`src/rtl/sprite_renderer.sv`:
```
// Sprite overlay: draws one SPRITE_SIZE^2 texture over the video stream at (sx,sy).
// Latency: 2 pix_ce strobes from coordinates/timing to colour and timing outputs.
// Backpressure: pos_ready drops while a position is pending and returns at the next frame boundary.
//
// Optional feature macro: SPRITE_SCALE2X_EN (each texel drawn as a 2x2 pixel block).
// Ports:
//   clk, pixel_reset_n             - clock, async active-low reset
//   pix_ce                         - pixel strobe; all video-path state advances only on it
//   horiz_pos, vert_pos            - current pixel coordinates
//   data_enable, horiz_sync, vert_sync - incoming timing (syncs active-low)
//   pos_valid/pos_ready, pos_x/pos_y   - position update handshake (one-entry buffer)
//   rom_addr / rom_data            - texel fetch ({row,col}); data valid one strobe later
//   vga_r/g/b, hsync_o, vsync_o, de_o  - aligned video outputs
module sprite_renderer #(
    parameter int          COORDINATE_WIDTH = 10,
    parameter int          H_RESOLUTION     = 640,
    parameter int          V_RESOLUTION     = 480,
    parameter int          SPRITE_SIZE      = 16,
    parameter int          INIT_X           = 312,
    parameter int          INIT_Y           = 232,
    parameter logic [11:0] KEY_COLOR        = 12'hF0F,
    parameter logic [11:0] BG_COLOR         = 12'h000
) (
    input  logic                                 clk,
    input  logic                                 pixel_reset_n,
    input  logic                                 pix_ce,
    input  logic [COORDINATE_WIDTH-1:0]          horiz_pos,
    input  logic [COORDINATE_WIDTH-1:0]          vert_pos,
    input  logic                                 data_enable,
    input  logic                                 horiz_sync,
    input  logic                                 vert_sync,
    input  logic                                 pos_valid,
    input  logic [COORDINATE_WIDTH-1:0]          pos_x,
    input  logic [COORDINATE_WIDTH-1:0]          pos_y,
    output logic                                 pos_ready,
    output logic [2*$clog2(SPRITE_SIZE)-1:0]     rom_addr,
    input  logic [11:0]                          rom_data,
    output logic [3:0]                           vga_r,
    output logic [3:0]                           vga_g,
    output logic [3:0]                           vga_b,
    output logic                                 hsync_o,
    output logic                                 vsync_o,
    output logic                                 de_o
);
    localparam int CW = COORDINATE_WIDTH;
    localparam int AW = $clog2(SPRITE_SIZE);
`ifdef SPRITE_SCALE2X_EN
    localparam int SH = 1;
`else
    localparam int SH = 0;
`endif
    localparam int FOOT = SPRITE_SIZE << SH;

    // Elaboration-time sanity checks on the configuration.
    if ((SPRITE_SIZE & (SPRITE_SIZE - 1)) != 0) begin : g_size_chk
        $error("SPRITE_SIZE must be a power of two");
    end
    if (INIT_X >= H_RESOLUTION || INIT_Y >= V_RESOLUTION) begin : g_init_chk
        $error("initial sprite position lies outside the active area");
    end

    // Position state
    logic [CW-1:0] sx_q, sy_q, buf_x_q, buf_y_q;
    logic          pending_q;
    logic          frame_bound;
    logic          accept;

    // Stage 1
    logic          hit_q, hit_d;
    logic [2*AW-1:0] rom_addr_q, rom_addr_d;
    logic          de1_q, hs1_q, vs1_q;

    // Stage 2
    logic [11:0]   colour_q, colour_d;
    logic          de2_q, hs2_q, vs2_q;

    // Extended-width compare: a sprite near the right/bottom edge clips instead of wrapping.
    logic [CW:0]   x_end, y_end;
    logic [CW-1:0] dx, dy;

    assign frame_bound = pix_ce && (horiz_pos == '0) && (vert_pos == CW'(V_RESOLUTION));
    assign accept      = pos_valid && !pending_q;
    assign pos_ready   = !pending_q;

    assign x_end = {1'b0, sx_q} + (CW+1)'(FOOT);
    assign y_end = {1'b0, sy_q} + (CW+1)'(FOOT);
    assign dx    = horiz_pos - sx_q;
    assign dy    = vert_pos  - sy_q;

    always_comb begin
        hit_d      = (horiz_pos >= sx_q) && ({1'b0, horiz_pos} < x_end) &&
                     (vert_pos  >= sy_q) && ({1'b0, vert_pos}  < y_end);
        rom_addr_d = {dy[SH +: AW], dx[SH +: AW]};
    end

    always_comb begin
        colour_d = BG_COLOR;
        if (!de1_q) begin
            colour_d = 12'h000;
        end else if (hit_q && (rom_data != KEY_COLOR)) begin
            colour_d = rom_data;
        end
    end

    // Position buffer: accepts on any clk edge, applies only at a frame boundary.
    // A request accepted on the boundary itself lands in the buffer and waits a frame.
    always_ff @(posedge clk or negedge pixel_reset_n) begin
        if (!pixel_reset_n) begin
            sx_q      <= CW'(INIT_X);
            sy_q      <= CW'(INIT_Y);
            buf_x_q   <= '0;
            buf_y_q   <= '0;
            pending_q <= 1'b0;
        end else if (frame_bound && pending_q) begin
            sx_q      <= buf_x_q;
            sy_q      <= buf_y_q;
            pending_q <= 1'b0;
        end else if (accept) begin
            buf_x_q   <= pos_x;
            buf_y_q   <= pos_y;
            pending_q <= 1'b1;
        end
    end

    // Two-stage video pipeline; everything holds while pix_ce is low.
    always_ff @(posedge clk or negedge pixel_reset_n) begin
        if (!pixel_reset_n) begin
            hit_q      <= 1'b0;
            rom_addr_q <= '0;
            de1_q      <= 1'b0;
            hs1_q      <= 1'b1;
            vs1_q      <= 1'b1;
            colour_q   <= 12'h000;
            de2_q      <= 1'b0;
            hs2_q      <= 1'b1;
            vs2_q      <= 1'b1;
        end else if (pix_ce) begin
            hit_q      <= hit_d;
            rom_addr_q <= rom_addr_d;
            de1_q      <= data_enable;
            hs1_q      <= horiz_sync;
            vs1_q      <= vert_sync;
            colour_q   <= colour_d;
            de2_q      <= de1_q;
            hs2_q      <= hs1_q;
            vs2_q      <= vs1_q;
        end
    end

    assign rom_addr = rom_addr_q;
    assign vga_r    = colour_q[11:8];
    assign vga_g    = colour_q[7:4];
    assign vga_b    = colour_q[3:0];
    assign hsync_o  = hs2_q;
    assign vsync_o  = vs2_q;
    assign de_o     = de2_q;

endmodule

```
`config.mk`:
```
export PLATFORM = sky130hd
export DESIGN_NAME = sprite_renderer
export DESIGN_NICKNAME = d
export VERILOG_FILES = /design/src/rtl/sprite_renderer.sv
export SDC_FILE = /design/constraint.sdc
export NUM_CORES = 1
export LEC_CHECK = 0
export ABC_AREA = 1
export BUFFER_PORTS_ARGS = -buffer_cell sky130_fd_sc_hd__clkbuf_2
export CAP_MARGIN = 20
export CORE_AREA = 2 2 103 105
export DETAILED_ROUTE_END_ITERATION = 10
export DIE_AREA = 0 0 105 107
export PLACE_DENSITY_LB_ADDON = 0.12
export SYNTH_ARGS = -nofsm -noshare
export SYNTH_HDL_FRONTEND = slang
export SYNTH_SLANG_ARGS = --single-unit
```
`constraint.sdc`:
```
create_clock -name clk -period 5.7 [get_ports clk]
set_clock_uncertainty 0.2 [all_clocks]
set_input_delay 0.57 -clock clk [delete_from_list [all_inputs] [get_ports clk]]
set_output_delay 0.57 -clock clk [all_outputs]
set_load 0.02 [all_outputs]
```
Word-level counts from Yosys, hierarchy flattened
Index checks and enable logic that the tools add are counted.
{"block": "word_totals", "mem_bits_rw": 0, "wordCells": 41, "latch_bits": 0, "mem_count": 0, "reg_bits": 68, "out_inout_bits": 24, "rom_bits": 0, "in_bits": 59}
{"block": "op_classes", "magnitude_cmp": 4, "div": 0, "eq_ne": 2, "n_bitwise": 1, "n_mul": 0, "n_mux": 4, "shifts": 0, "n_reduce_logical": 12, "addsub": 4}
{"operator": "12-bit two-way mux", "n": 2}
{"operator": "10-bit by 5-bit adder with 11-bit output (second input constant)", "n": 2}
{"operator": "10-bit by 11-bit less-than comparator with 1-bit output", "n": 2}
{"operator": "10-bit greater-or-equal comparator", "n": 2}
{"operator": "12-bit inequality test (second input constant)", "n": 1}
{"operator": "10-bit by 9-bit equality test with 1-bit output (second input constant)", "n": 1}
{"operator": "10-bit zero test", "n": 1}
{"operator": "1-bit logical AND", "n": 8}
{"operator": "4-bit subtractor", "n": 2}
{"operator": "1-bit two-way mux", "n": 2}
{"operator": "2-bit AND reduction", "n": 1}
{"operator": "2-bit nonzero test", "n": 1}
{"operator": "1-bit zero test", "n": 1}
{"operator": "1-bit NOT", "n": 1}

Longest topological paths before layout
{"block": "depth", "depth_word": 6, "depth_mapped": 14, "mapped_depth_nobuf": 14}

Worst setup path after synthesis
OpenSTA, ideal clock, no wires.
{"block": "synth_path", "path_type": "reg-to-reg", "from": "register sx_q[4]", "to": "register hit_q", "slack_ns": 3.633, "required_ns": 5.435, "arrival_time_ns": 1.802, "synth_period_minus_slack_ns": 2.067, "setup_ns": 0.065, "path_buffers": 0, "stages_incl_launch_ff": 11, "path_cell_list": "dfstp_2 > ha_1 > nand3_1 > xor2_1 > ha_1 > a21o_1 > o211ai_1 > nand3_1 > nor2_1 > nand2_1 > nand2_1"}
{"block": "synth_via", "elab_chain_cells": 5, "word_cells_on_any_way": 6, "cone_classes": "1 x add/sub; 2 x order compare; 3 x reduce/logical"}
{"element": "from (decl)", "line": "63", "source": "logic [CW-1:0] sx_q, sy_q, buf_x_q, buf_y_q;"}
{"element": "from (signal assigned)", "line": "109", "source": "sx_q <= CW'(INIT_X);"}
{"element": "from (signal assigned)", "line": "115", "source": "sx_q <= buf_x_q;"}
{"element": "10-bit by 5-bit adder with 11-bit output", "line": "85", "source": "assign x_end = {1'b0, sx_q} + (CW+1)'(FOOT);"}
{"element": "10-bit by 11-bit less-than comparator with 1-bit output", "line": "91", "source": "hit_d = (horiz_pos >= sx_q) && ({1'b0, horiz_pos} < x_end) &&"}
{"element": "1-bit logical AND (*) (2 in a row)", "line": "91"}
{"element": "1-bit logical AND (*)", "line": "92", "source": "(vert_pos >= sy_q) && ({1'b0, vert_pos} < y_end);"}
{"element": "to (signal assigned)", "line": "138", "source": "hit_q <= hit_d;"}
{"element": "to (decl)", "line": "69", "source": "logic hit_q, hit_d;"}
Every way passes the cells marked *; elsewhere a longest branch is shown, timed or not.
A chain may end at the register's enable or synchronous reset.

Worst setup path in the final report
Same ends and word-level chain as after synthesis.

==> qor.txt <==
status - complete, no violations
routability cong. - 0.748
initial antenna violation count - 0
Finished Layout Cells - 682
vias post-DR - 3094
Remaining Overflow, GRT - 0
Max H-tree Level - 3
Layout area overhead - 18.1%
RSZ-0062 raised after global routing - no
cell area after placement - 4430 um^2
met2 wire length - 3730 um
share of cells above drive strength 1 - 28.0%
HP Class - in -> reg
first-pass GRT wire length - 14000 um
Synth top area share - 35.7%
die height - 107 um
Avg Synthesized Cell Area - 8.53 um^2
final setup fails - 0
clk root buf - clkbuf_8
Slew @ Worst Pin - 0.860 ns
clk sinks - 68
drt pass-1 iters - 4
post-route cell area - 4640 um^2
Fin Hold WS - 0.223 ns
synth warn - 0
clock tree from TritonCTS - yes
Ant. Diodes - 0
vias in the first global route - 3025
synth unique cells - 31
largest area contributor in the netlist - dfrtp_1
Rel. slew slack - 42.7%
fin nets - 636
Leakage - 2.37 nW
reg2reg setup slack - 3.46 ns
DR top layer - met4
critical-path maximum fanout - 5
detail-routed via count per cell - 4.54
Place WS - 3.32 ns
required time of the critical path - 5.78 ns
total wire length - 8410 um
f_max - 0.446 GHz
DP HPWL - 6430 um
Post-synth EDFFs - 0
met1 wire length - 4150 um
Longest Clk Path Bufs - 2
cts bufs inserted - 9
Die X - 105 um
Final Max Tran Viols - 0
Die ar. - 11200 um^2
GR Util All Layers - 15.7%
max cap viols - 0
PortBufs - 82
final core occ - 45.9%
Setup WS post-layout - 3.46 ns
Routed WL per cell - 12.3 um
critical path class - reg -> reg
critical path capture point type - flop
num ports - 83
Tcrit/Tclk final - 39.3%
setup_tns - 0 ns
Post-Syn Area - 3930 um^2
Seq/Total Area, Yosys - 43.7%
Worst-path clk slew - 0.07 ns
maximum VDD drop - 0.0000898 V
startpoint types - flop
# Post-CTS Setup Buffers - 0
Final Critical Period - 2.24 ns
Post-CTS Hold Fix Bufs - 0
clock latency on the worst-skew pair - 0.34 ns
Filler cells - 1058
leading cell type in the layout, fill and taps excluded - nand2_1
Worst Path Arrival - 2.32 ns
DRC viols - 0
met3 WL - 381 um
syn nets - 555
delay of the slowest critical-path stage - 0.58 ns
core area - 10100 um^2
power density cells - 230 nW/um^2
largest net degree at the start of global routing - 69
Crit-path slowest cell - dfstp_2
# resized after CTS - 0
1st-iter DRT viols - 93
Total Power - 1.07 mW
CP cell instances - ha_1, nand3_1, xor2_1, ha_1, a21o_1, o211ai_1, nand3_1, nor2_1, nand2_1, nand2_1
register bit total from synthesis - 68
DP Cell Count - 666
# rows - 37
starting density of the core - 38.9%
endpoints failing hold - 0
post-route ant nets - 0
Post-synth top flop - dfrtp_1
ranking of synthesized cells by area - dfrtp_1 (36%), nand2_1 (11%), ha_1 (11%)
Synth Instances - 460
Async S/R FF share, synth - 100%
commonest cells after routing, fill and taps aside - nand2_1 (114), clkbuf_2 (81), inv_1 (62)
[kinds of logic after synthesis]
| group | count (synthesis) | share of synthesized area [%] |
|---|---|---|
| xor gates and xnor gates | 12 | 2.68 |
| buffers and inverters | 77 | 8.51 |
| adders and majority gates | 36 | 11.9 |
| DFF | 68 | 43.7 |
| AOI/OAI and AO/OA | 79 | 12.3 |
| and+or+nand+nor | 188 | 20.9 |
[worst max-delay path: cells and delay by family, from the launching register on]
kind	cells	cell delay [ns]
compound gates	2	0.25
xor+xnor	1	0.18
fa+ha+maj	2	0.49
flops	1	0.58
simple gates	5	0.48
[cell usage after synthesis, types with 5 or more instances]
cell type	n
clkbuf_1	5
o21ai_0	20
dfstp_2	12
nand3_1	9
xor2_1	8
nand2_1	114
nor2_1	38
dfrtp_1	56
ha_1	34
buf_6	5
nand2_2	15
inv_1	62
o21ai_2	20
a21oi_1	31
[layer usage]
| metal | vias up | GRT usage (%) |
|---|---|---|
| li1 | 1626 | - |
| met1 | 1379 | 20.2 |
| met3 | 12 | 3.16 |
| met5 | - | 0 |
| met4 | 0 | 7.43 |
| met2 | 77 | 25.3 |
[worst paths after layout]
path                               endpoint     startpoint  depth (start not counted)
worst max-delay path                  hit_q        sx_q[4]                         10
worst min-delay path                  vs1_q      vert_sync                          3
worst max register to register        hit_q        sx_q[4]                         10
worst min register to register      hsync_o          hs1_q                          2
max in group asynchronous           sx_q[9]  pixel_reset_n                          2
min in group asynchronous       rom_addr[1]  pixel_reset_n                          2
[sequential cells by signal, summed over array words and instances (netlist names)]
name       flops
colour_q      12
buf_x_q       10
buf_y_q       10
sx_q          10
sy_q          10
rom_addr       8
de1_q          1
de_o           1
hit_q          1
hs1_q          1
hsync_o        1
pending_q      1
vs1_q          1
vsync_o        1
[cell type report]
cell class / count / area (um^2) / area share, %
flip-flops and latches: 68 / 1720 / 37.0
clock inverters: 5 / 60.1 / 1.30
repair buffers: 84 / 425 / 9.17
inverters: 63 / 239 / 5.15
well taps: 136 / 170 / 3.67
clock buffers: 11 / 151 / 3.26
multi-input cells: 315 / 1870 / 40.4
[power by group]
part           total [mW]  leakage (nW)  internal [mW]  switching (mW)
combinational       0.135          1.46         0.0498          0.0857
sequential          0.517         0.803          0.508         0.00889
clock               0.414         0.106          0.227           0.187
Note: power is estimated with default switching activity, not from simulation.
